==> src/rtl/return_stack.sv <==
// Two-level PIC10F200 style return-address shift stack. On overflow the oldest entry is lost,
// and on pop the bottom entry is kept. Also reports occupancy and sticky overflow/underflow flags.
module return_stack #(
  parameter int WIDTH = 9,
  parameter int DEPTH = 2
) (
  input  logic                       clk,
  input  logic                       rst_n,
  input  logic                       stack_push,
  input  logic                       stack_pop,
  input  logic [WIDTH-1:0]           stack_in,
  input  logic                       stack_clr,
  output logic [WIDTH-1:0]           stack_out,
  output logic [$clog2(DEPTH+1)-1:0] stack_level,
  output logic                       stack_empty,
  output logic                       stack_full,
  output logic                       stack_ovf,
  output logic                       stack_unf
);
  localparam int LW = $clog2(DEPTH+1);

  logic [DEPTH-1:0][WIDTH-1:0] entry_q, entry_d;
  logic [LW-1:0]               level_q, level_d;
  logic                        ovf_q, ovf_d, unf_q, unf_d;
  logic                        empty, full;

  assign empty = (level_q == '0);
  assign full  = (level_q == LW'(DEPTH));

  always_comb begin
    entry_d = entry_q;
    level_d = level_q;
    ovf_d   = ovf_q;
    unf_d   = unf_q;
    case ({stack_push, stack_pop})
      2'b10: begin
        for (int i = DEPTH-1; i > 0; i--) entry_d[i] = entry_q[i-1];
        entry_d[0] = stack_in;
        if (full) ovf_d = 1'b1;
        else      level_d = level_q + LW'(1);
      end
      2'b01: begin
        // The bottom entry is left in place, so repeated pops keep returning it.
        for (int i = 0; i < DEPTH-1; i++) entry_d[i] = entry_q[i+1];
        if (empty) unf_d = 1'b1;
        else       level_d = level_q - LW'(1);
      end
      2'b11: begin
        entry_d[0] = stack_in;
        if (empty) unf_d = 1'b1;
      end
      default: ;
    endcase
    if (stack_clr) begin
      ovf_d = 1'b0;
      unf_d = 1'b0;
    end
  end

  always_ff @(posedge clk) begin
    if (!rst_n) begin
      entry_q <= '0;
      level_q <= '0;
      ovf_q   <= 1'b0;
      unf_q   <= 1'b0;
    end else begin
      entry_q <= entry_d;
      level_q <= level_d;
      ovf_q   <= ovf_d;
      unf_q   <= unf_d;
    end
  end

  assign stack_out   = entry_q[0];
  assign stack_level = level_q;
  assign stack_empty = empty;
  assign stack_full  = full;
  assign stack_ovf   = ovf_q;
  assign stack_unf   = unf_q;
endmodule

==> config.mk <==
export PLATFORM = sky130hd
export DESIGN_NAME = return_stack
export DESIGN_NICKNAME = d
export VERILOG_FILES = /design/src/rtl/return_stack.sv
export SDC_FILE = /design/constraint.sdc
export NUM_CORES = 1
export LEC_CHECK = 0
export CORE_MARGIN = 5
export CORE_UTILIZATION = 49
export DETAILED_ROUTE_END_ITERATION = 12
export PLACE_DENSITY = 0.82
export SYNTH_ARGS = -nofsm -noshare
export SYNTH_HDL_FRONTEND = slang
export SYNTH_SLANG_ARGS = --single-unit
==> constraint.sdc <==
create_clock -name clk -period 2.2 [get_ports clk]
set_input_delay 0.44 -clock clk [delete_from_list [all_inputs] [get_ports clk]]
set_output_delay 0.44 -clock clk [all_outputs]
set_load 0.05 [all_outputs]
==> results <==
-- layout make-up --
class,instances,area [um^2]
clock buffers,3,22.5
multi-input cells,80,475
flip-flops and latches,22,440
repair buffers,35,330
well taps,27,33.8
fillers,165,679
-- power by group through the flow --
| stage | logic (mW) | clock network, mW | registers [mW] |
|---|---|---|---|
| 5_1_grt | 0.177 | 0.195 | 0.426 |
| 6_report | 0.165 | 0.173 | 0.424 |
| 2_1_floorplan | 0.104 | 0 | 0.440 |
| 3_5_place_dp | 0.165 | 0 | 0.433 |
| 3_3_place_gp | 0.163 | 0 | 0.432 |
| 4_1_cts | 0.166 | 0.181 | 0.424 |
-- through the flow --
| step | utilization (%) | cell area (um^2) |
|---|---|---|
| floorplan | - | 1030 |
| detailed placement | 64.6 | 1280 |
| global route | 65.7 | 1300 |
| global placement | 64.6 | 1280 |
| CTS | 65.7 | 1300 |
| finish | 65.7 | 1300 |
-- layer usage --
metal / GRT usage [%] / wire length (um) / up-vias
met5: 0 / 0 / -
met1: 15.6 / 883 / 368
met3: 6.73 / 173 / 0
li1: - / - / 421
met2: 23.8 / 932 / 22
met4: 1.04 / 0 / 0
-- sequential cells by signal, summed over array words and instances (netlist names) --
signal,cells
entry_q,9
stack_ovf,1
stack_level,2
stack_unf,1
stack_out,9
-- cells in the mapped netlist --
cell | n | area [um^2]
a21oi_1 | 3 | 15.0
nand2b_1 | 2 | 12.5
a21boi_1 | 9 | 67.6
nor2b_1 | 2 | 12.5
dfxtp_1 | 22 | 440
o211a_1 | 1 | 10.0
nor4b_2 | 1 | 15.0
and3_1 | 1 | 6.26
mux2i_1 | 10 | 100
o21ai_1 | 9 | 45.0
buf_4 | 11 | 82.6
nand2_1 | 27 | 101
buf_6 | 1 | 11.3
nor2_1 | 4 | 15.0
a21bo_2 | 1 | 10.0
clkbuf_1 | 2 | 7.51
buf_2 | 2 | 10.0
and2_1 | 9 | 56.3
nand2b_2 | 1 | 8.76
-- cells by family after synthesis --
| kind of cell | count (synthesis) | share of synthesized area, % |
|---|---|---|
| DFF | 22 | 42.9 |
| buffers and inverters | 16 | 10.8 |
| muxes | 10 | 9.74 |
| AOI/OAI and AO/OA | 23 | 14.4 |
| and+or+nand+nor | 47 | 22.2 |
-- final timing paths --
check / startpoint / endpoint / slack [ps] / cells after the start
worst max-delay path: stack_level[1] / stack_empty / 110 / 2
worst max register to register: stack_level[1] / stack_level[1] / 1240 / 2
worst min register to register: entry_q[10] / entry_q[10] / 460 / 2
worst min-delay path: entry_q[10] / entry_q[10] / 460 / 2
-- critical path: cells and delay by family (launching register included) --
| family | cells | cell delay [ps] |
|---|---|---|
| buffers and inverters | 1 | 820 |
| flip-flops | 1 | 390 |
| AND/OR/NAND/NOR | 1 | 140 |
==> flow_summary.toml <==
[run_status]
status = "completed"

[floorplan]
die_h_um = 55.8
die_x_um = 55.8
coreArea_mm2 = 0.00198
ios = 29
dieArea_mm2 = 0.00311
start_util_pct = 51.8
std_cell_rows = 16

[power_and_ir_drop]
ir_worst_vdd_v = 0.000645
sequentialPowerShare_pct = 55.6
p_comb_share_pct = 21.6
internal_power_mw = 0.550
total_leakage_power_nw = 0.518
power_frac_clock_pct = 22.7
switching_share_pct = 27.7
p_per_area_mw_per_mm2 = 585
switching_power_mw = 0.211
finalPower_mw = 0.762

[yosys]
synth-seq-area-share_pct = 42.9
yosysWarnings = 0
netlist_instances = 118
netlist-cell-type-count = 19
ys_ff_latch = 22
avgSynthCellArea_um2 = 8.71
synth_fp_nets = 132
synth_area_mm2 = 0.00103

[cts]
path_clk_slew_ps = 110
htree_num_levels = 1
postCtsSetupRepairBufs = 0
cts-root-buf = "clkbuf_4"
clk_path_buf_depth = 2
cts_tree = "done"
cts_resized = 0
clk_latency_ps = 300
clock_sinks = 22
cts_buffers = 3
cts_hold_buffers = 0

[global_route]
grt_max_degree = 22
grt_pass1_wl_um = 3510
track_usage_pct = 13.7
grt_overflow = 0
grt_pass1_vias = 811
antenna_found_initial = 0

[route]
vias_per_cell = 4.86
remaining_drc_errors = 0
firstDrtPassIters = 4
num_vias = 811
wirelength_um = 1990
wl_per_cell_um = 11.9
drtIter0Drc = 5
postRouteAntennaNets = 0

[cells_and_area]
antennaDiodeCount = 0
instances_no_fill = 167
syn2layout_area_growth_pct = 26.8
most-common-layout-cells = "nand2_1 (27), clkdlybuf4s50_1 (27), dfxtp_1 (22)"
drive_above_1_share_pct = 10.0
nets = 156

[sta]
finalClockSkew_ps = 3.52
drv_slew = 0
setup_viol_count_final = 0
finalWorstSetupSlack_ps = 108
fmax_ghz = 0.478
worst_pin_slew_ps = 570
rsz0062_at_grt = "false"
fin_crit_ps = 2090
hold_viol = 0
setup_tns_ps = 0
min_period_over_period_pct = 95.1
slew_headroom_pct = 61.9
fin_hold_ws_ps = 459

[critical_path]
crit_required_ps = 1760
start_kind = "flip-flop"
cp_cell_sequence = "nor2_1 > clkdlybuf4s50_1"
cp.arrival_ps = 1650
end_kind = "output pin"
critical_path_class = "flip-flop to output pin"
slowest_stage = "clkdlybuf4s50_1"
path_max_fanout = 7
cp_slowest_stage_delay_ps = 820

[placement]
place.detailed.hpwl_um = 1490
place_inst = 164
io_buffers = 28
gp_congestion = 0.722
dp_slack_ps = 392

[flow_run]
drv_cap = 0

[hold_path]
hold_class = "flip-flop to flip-flop"
(Power assumes the default switching activity.)
